===== src/rtl/fm_lane_packer.sv =====
`default_nettype none
// ============================================================================
// Module      : fm_lane_packer
// Description : Packs a scalar element stream into N-lane beats for the
//               feature-map reduction path. A short final beat is padded with
//               PAD so that downstream lane sums are unaffected. The element
//               count of each frame is reported alongside the frame's last beat.
// Ports       : clk, rst          - clock, asynchronous active-high reset
//               in/in_valid/in_last/in_ready     - scalar element stream
//               out/out_valid/out_last/out_ready - packed beat stream,
//                                  lane k at out[k*BITWIDTH +: BITWIDTH]
//               frame_elems       - frame element count, valid with out_last
// Revision    : 1.0 - initial release
// ============================================================================
module fm_lane_packer #(
    parameter int                  BITWIDTH = 16,
    parameter int                  N        = 8,
    parameter logic [BITWIDTH-1:0] PAD      = '0,
    parameter int                  CNT_W    = 16
) (
    input  logic                  clk,
    input  logic                  rst,
    input  logic [BITWIDTH-1:0]   in,
    input  logic                  in_valid,
    input  logic                  in_last,
    output logic                  in_ready,
    output logic [N*BITWIDTH-1:0] out,
    output logic                  out_valid,
    output logic                  out_last,
    input  logic                  out_ready,
    output logic [CNT_W-1:0]      frame_elems
);

    localparam int                LANE_W      = (N > 1) ? $clog2(N) : 1;
    localparam logic [LANE_W-1:0] c_LAST_LANE = LANE_W'(N - 1);
    localparam logic [CNT_W-1:0]  c_CNT_MAX   = '1;

    logic [N*BITWIDTH-1:0] r_pack;
    logic [LANE_W-1:0]     r_lane_cnt;
    logic [CNT_W-1:0]      r_elem_cnt;
    logic [N*BITWIDTH-1:0] r_out;
    logic                  r_out_valid;
    logic                  r_out_last;
    logic [CNT_W-1:0]      r_frame_elems;

    logic                  w_accept;
    logic                  w_end_of_beat;
    logic [CNT_W-1:0]      w_elem_inc;
    logic [N*BITWIDTH-1:0] w_beat;
    logic [N*BITWIDTH-1:0] w_pack_next;

    // A held beat blocks input unless it retires this same cycle, so a
    // completing element can replace the retiring beat without a bubble.
    assign in_ready      = !rst && (!r_out_valid || out_ready);
    assign w_accept      = in_valid && in_ready;
    assign w_end_of_beat = (r_lane_cnt == c_LAST_LANE) || in_last;

    // Element count saturates; packing is unaffected by saturation.
    assign w_elem_inc = (r_elem_cnt == c_CNT_MAX) ? r_elem_cnt : r_elem_cnt + 1'b1;

    // Per-lane view: lanes below the fill point come from the pack register,
    // the current lane takes the incoming element, lanes above it get PAD.
    // Only used when w_accept is true, so X on an idle input never lands.
    for (genvar k = 0; k < N; k++) begin : g_lane
        localparam logic [LANE_W-1:0] c_K = LANE_W'(k);

        assign w_beat[k*BITWIDTH +: BITWIDTH] =
            (c_K < r_lane_cnt)  ? r_pack[k*BITWIDTH +: BITWIDTH] :
            (c_K == r_lane_cnt) ? in : PAD;

        assign w_pack_next[k*BITWIDTH +: BITWIDTH] =
            (w_accept && (c_K == r_lane_cnt)) ? in : r_pack[k*BITWIDTH +: BITWIDTH];
    end

    always_ff @(posedge clk or posedge rst) begin
        if (rst) begin
            r_pack        <= '0;
            r_lane_cnt    <= '0;
            r_elem_cnt    <= '0;
            r_out         <= '0;
            r_out_valid   <= 1'b0;
            r_out_last    <= 1'b0;
            r_frame_elems <= '0;
        end else begin
            if (r_out_valid && out_ready) begin
                r_out_valid <= 1'b0;
            end
            if (w_accept) begin
                if (w_end_of_beat) begin
                    // Overrides the retire above when a new beat lands.
                    r_out       <= w_beat;
                    r_out_valid <= 1'b1;
                    r_out_last  <= in_last;
                    if (in_last) begin
                        r_frame_elems <= w_elem_inc;
                    end
                    r_lane_cnt  <= '0;
                    r_pack      <= '0;
                end else begin
                    r_pack      <= w_pack_next;
                    r_lane_cnt  <= r_lane_cnt + 1'b1;
                end
                r_elem_cnt <= in_last ? '0 : w_elem_inc;
            end
        end
    end

    assign out         = r_out;
    assign out_valid   = r_out_valid;
    assign out_last    = r_out_last;
    assign frame_elems = r_frame_elems;

endmodule
`default_nettype wire


===== config.mk =====
export PLATFORM = sky130hd
export DESIGN_NAME = fm_lane_packer
export DESIGN_NICKNAME = d
export VERILOG_FILES = /design/src/rtl/fm_lane_packer.sv
export SDC_FILE = /design/constraint.sdc
export NUM_CORES = 1
export LEC_CHECK = 0
export ABC_AREA = 1
export BUFFER_PORTS_ARGS = -buffer_cell sky130_fd_sc_hd__buf_2
export CAP_MARGIN = 20
export CORE_MARGIN = 2
export CORE_UTILIZATION = 40
export CTS_CLUSTER_DIAMETER = 80
export DETAILED_ROUTE_END_ITERATION = 6
export PLACE_DENSITY = 0.64
export SYNTH_ARGS = -nofsm -noshare
export SYNTH_HDL_FRONTEND = slang
export SYNTH_SLANG_ARGS = --single-unit

===== constraint.sdc =====
create_clock -name clk -period 7.86 [get_ports clk]
set_clock_uncertainty 0.2 [all_clocks]
set_input_delay 0.393 -clock clk [delete_from_list [all_inputs] [get_ports clk]]
set_output_delay 0.393 -clock clk [all_outputs]
set_load 0.02 [all_outputs]

# Yosys cells after proc, flatten, opt, wreduce, memory -nomap -nowiden
# Cells that the tools add are included.
[classes]
n_addsub = 2
magnitude_cmp = 8
eq_ne = 9
n_mux = 31
n_reduce_logical = 34
[ops]
columns = ["op", "n"]
rows = [
  ["2-to-1 mux 16 bit", 26],
  ["2-to-1 mux 128 bit", 1],
  ["AND reduction 2 bit", 9],
  ["adder 16 x 1 -> 16 bit, second input constant", 1],
  ["== test 16 bit, second input constant", 1],
  ["nonzero test 2 bit", 8],
  ["== test 3 bit, first input constant", 4],
  ["less-than comparator 3 bit, first input constant", 4],
  ["logical AND 1 bit", 11],
  ["== test 2 x 3 -> 1 bit, first input constant", 2],
  ["less-than comparator 1 x 3 -> 1 bit, first input constant", 2],
  ["less-than comparator 2 x 3 -> 1 bit, first input constant", 2],
  ["adder 3 x 1 -> 3 bit, second input constant", 1],
  ["== test 1 x 3 -> 1 bit, first input constant", 1],
  ["== test 3 bit, second input constant", 1],
  ["logical NOT 3 bit", 1],
  ["2-to-1 mux 1 bit", 3],
  ["2-to-1 mux 3 bit", 1],
  ["AND reduction 3 bit", 1],
  ["logical NOT 1 bit", 2],
  ["logical OR 1 bit", 2],
]
[totals]
reg_bits = 293
input_bits = 21
out_inout_bits = 147

# Logic depth before layout (Yosys ltp)
[depth]
ltp_word = 7
mapped_depth = 11
depth_no_buf = 10

# Worst setup path after synthesis
# OpenSTA, ideal clock, no wires.
[synth_path]
path_kind = "reg2reg"
from = "register r_lane_cnt[1]"
to = "register r_pack[100]"
arrival_ns = 1.700
t_required_ns = 7.532
slack_ns = 5.832
path_stages_with_launch = 9
path_buffers = 2
synth_period_minus_slack_ns = 2.028
path_cell_list = "dfrtp_1 -> ha_1 -> ha_1 -> nor2_4 -> inv_2 -> buf_6 -> o21ai_2 -> buf_2 -> o21ai_0"
[synth_via]
elab_chain_len = 4
elab_cells_between_ends = 7
cone_classes = "eq/ne: 2; mux: 1; reduce/logical: 4"
[synth_lines]
columns = ["element", "line", "rtl"]
rows = [
  ["start, declared", "39", "logic [LANE_W-1:0] r_lane_cnt;"],
  ["start signal, assigned", "101", "r_lane_cnt <= r_lane_cnt + 1'b1;"],
  ["== test 3 bit, on equally long branches", "56, 72", ""],
  ["logical OR 1 bit or logical AND 1 bit (tied branches)", "56, 72", ""],
  ["nonzero test 2 bit (no line)", "--", ""],
  ["AND reduction 2 bit (no line)", "--", ""],
  ["end signal, assigned", "100", "r_pack <= w_pack_next;"],
  ["end, declared", "38", "logic [N*BITWIDTH-1:0] r_pack;"],
]
# Several ways; a longest one is shown, not always the timed one.
# A chain may end at the register's enable or synchronous reset.

# Final worst setup path
[layout_path]
from = "register r_lane_cnt[1]"
to = "register r_out[52] (netlist: out[52])"
[layout_via]
elab_chain_len = 3
elab_cells_between_ends = 7
cone_classes = "order compare: 1; eq/ne: 2; mux: 2; reduce/logical: 2"
[layout_lines]
columns = ["element", "line", "rtl"]
rows = [
  ["parallel branches: the longest is 3 deep, another holds less-than comparator 2 x 3 -> 1 bit", "--", ""],
  ["end signal, assigned", "91", "r_out <= w_beat;"],
  ["end, declared", "41", "logic [N*BITWIDTH-1:0] r_out;"],
]
# Parallel ways; which one is timed is not known.

==> results.md <==
* # IOs at 168
* Number of global-route vias before repair at 9,468
* # clock sinks at 277
* Nets at 1,610
* DP HPWL at 23,090 um
* Register-to-Register Setup Slack at 4460 ps
* Height of the chip at 178.9 um
* Routed vias at 10.25k
* Hold path cells at 4
* End-of-flow core utilization at 0.4795
* Fillers at 2,964
* Critical Path Start: r_lane_cnt[1]$_DFFE_PP0N_
* Largest net degree at the start of global routing at 189
* Post-Syn Instances at 1,429
* Crit share post-route at 0.4327
* WP data required at 8130 ps
* Average size of a mapped cell at 8.561 um^2
* Grt ovf at 0
* Post-route total power at 4.210 mW
* Inst Count DP at 1,923
* Final hold viol count at 0
* Yosys reg bits at 277
* Final worst slack at 4459 ps
* CTS Buf Count at 30
* FF/Latch Area at 6932 um^2
* Dpl ws at 4474 ps
* Worst Setup EP: out[52]$_DFFE_PP0P_
* Die ar. at 32,000 um^2
* ANT cells at 0
* CTS Hold Buffers Added at 18
* # H-tree levels at 1
* Post-Syn Area at 12,230 um^2
* Post-synth net total at 1,455
* Die width at 178.9 um
* Initial antenna violation count at 0
* Port Buf Inserts at 167
* Routed wire per std cell at 18.04 um
* Final setup fails at 0
* Final Max Tran Viols at 0
* First-pass GRT wire length at 55,190 um
* Pleak at 7.338 nW
* Starting Density at 0.4031
* RSZ-0062 raised after global routing: no
* Reg2reg path depth at 8
* Critical path type: register to register
* Worst slew pin tran at 1012 ps
* Yosys warns at 0
* Post-Route WL at 36,140 um
* CP arrival at 3670 ps
* Post-synth top flop: dfrtp_1
* Synth cell count leaders: nand2_1, dfrtp_1, inv_1, o21ai_0, o21ai_1
* VDD IR max at 0.0001512 V
* DR vias/cell at 5.118
* Fmax at 294.0 MHz
* Count leader, synth: nand2_1
* Worst Path Max Fanout at 82
* Clock Latency Late Sink at 570 ps
* Outcome: finished clean
* Hold_ws at 73.82 ps
* EDFF count, synth at 0
* Largest cells by area after synthesis: dfrtp_1, nand2_1, o21ai_0, o21ai_1, inv_1
* Max-cap violations at 0
* Design Area, Final at 14,550 um^2
* Residual DRC at 0
* Power per Cell Area at 289.3 nW/um^2
* Share of cells above drive strength 1 at 0.1767
* Slew HR at 0.3253
* CTS tree: built
* Clock transition at path regs at 70 ps
* Placed Area at 13,210 um^2
* Core Area at 30,350 um^2
* Site Rows at 64
* Area leader, netlist: dfrtp_1
* Post-synthesis sequential area ratio at 0.5666
* Post-synth top area share at 0.5666
* Total track usage at 0.2256
* Worst Hold Class: input pin to register
* Unique masters post-synth at 32
* Worst setup SP type: register
* RR Endpoint: out[52]$_DFFE_PP0P_
* ANT nets after route at 0
* Clk root buf: clkbuf_16
* CP endpoint kind: register
* GP Congestion at 0.8682
* Crit Reg-Reg Startpoint: r_lane_cnt[1]$_DFFE_PP0N_
* Detailed router's first-iteration violation count at 990
* Setup_tns at 0 ps
* Non-Filler Instances at 2,003
* Pre-Repair DR Iteration Count at 6
* Post-CTS setup buffers at 0
* Clock Path Buffers at 3
* Synth async-reset ratio at 1.000
* Synth-to-Final Area Change at 18.94%
* Multi-input gate area at 4373 um^2
* Fin crit period at 3401 ps
* # resized after CTS at 0
==> state kept, by name (all words and copies together) (netlist names) <==
| name | flops |
|---|---|
| r_elem_cnt | 16 |
| r_pack | 112 |
| out_valid | 1 |
| out_last | 1 |
| frame_elems | 16 |
| r_lane_cnt | 3 |
| out | 128 |
==> cell type report <==
cell class | count | share of cell area
Sequential cell | 277 | 0.4764
Tap cell | 396 | 0.03405
Clock inverter | 13 | 0.01152
Multi-Input combinational cell | 943 | 0.3005
Inverter | 132 | 0.03457
Timing Repair Buffer | 200 | 0.08212
Clock buffer | 42 | 0.06088
==> how the worst min path moves through the flow <==
stage	from	endpoint	slack, ps
final	in_last	r_lane_cnt[2]$_DFFE_PP0N_	70
after global routing	in_valid	r_elem_cnt[14]$_DFFE_PP0N_	80
after CTS	in_last	r_lane_cnt[2]$_DFFE_PP0N_	60
after detailed placement	out[87]$_DFFE_PP0P_	out[87]$_DFFE_PP0P_	250
after global placement	out[87]$_DFFE_PP0P_	out[87]$_DFFE_PP0P_	250
after floorplan	r_pack[35]$_DFFE_PP0P_	r_pack[35]$_DFFE_PP0P_	250
==> layer usage <==
metal  share of wire  global-route usage  up-vias
met5               0                   0        -
met4           0.030             0.07215        0
met3           0.079             0.04177       70
met2            0.44              0.3413      361
met1            0.45              0.3280     4882
li1                -                   -     4939
==> logic make-up after synthesis <==
kind of cell	synth area share
xor gates and xnor gates	0.001432
AOI/OAI and AO/OA	0.1411
buffers and inverters	0.07629
and+or+nand+nor	0.2094
DFF	0.5666
adders and majority gates	0.005114
==> cell usage in the layout (no fill, tap or decap), types with 2 or more instances in the layout <==
cell type / count
nand3_2: 8
bufinv_16: 3
ha_1: 5
inv_2: 10
clkinv_2: 5
o21ai_2: 6
dlygate4sd3_1: 18
dfrtp_1: 277
clkinv_4: 2
nor2_1: 67
nand3b_1: 2
xor2_1: 2
nor2_2: 4
clkbuf_8: 9
clkinvlp_4: 3
buf_4: 8
nor2_4: 7
a31oi_1: 33
o22ai_1: 63
nand2_1: 494
nand2_2: 3
inv_1: 119
buf_2: 167
clkbuf_1: 3
nand3_1: 24
nand2_4: 2
o21ai_0: 108
buf_8: 4
o21ai_1: 104
nand4_1: 4
or2_2: 2
clkbuf_16: 30
==> critical path, stage by stage, from the launching register on <==
cell and delay, ps:
dfrtp_1 940, ha_1 290, ha_1 220, nor2_4 70, nor2_4 120, buf_4 430, buf_4 710, nor2_1 90
a31oi_1 190
==> power by group <==
part	switching, mW	internal [mW]	leakage, nW
registers	0.157	1.67	3.66
clock network	0.598	0.885	0.516
logic	0.612	0.283	3.17
Note: power is estimated with default switching activity, not from simulation.
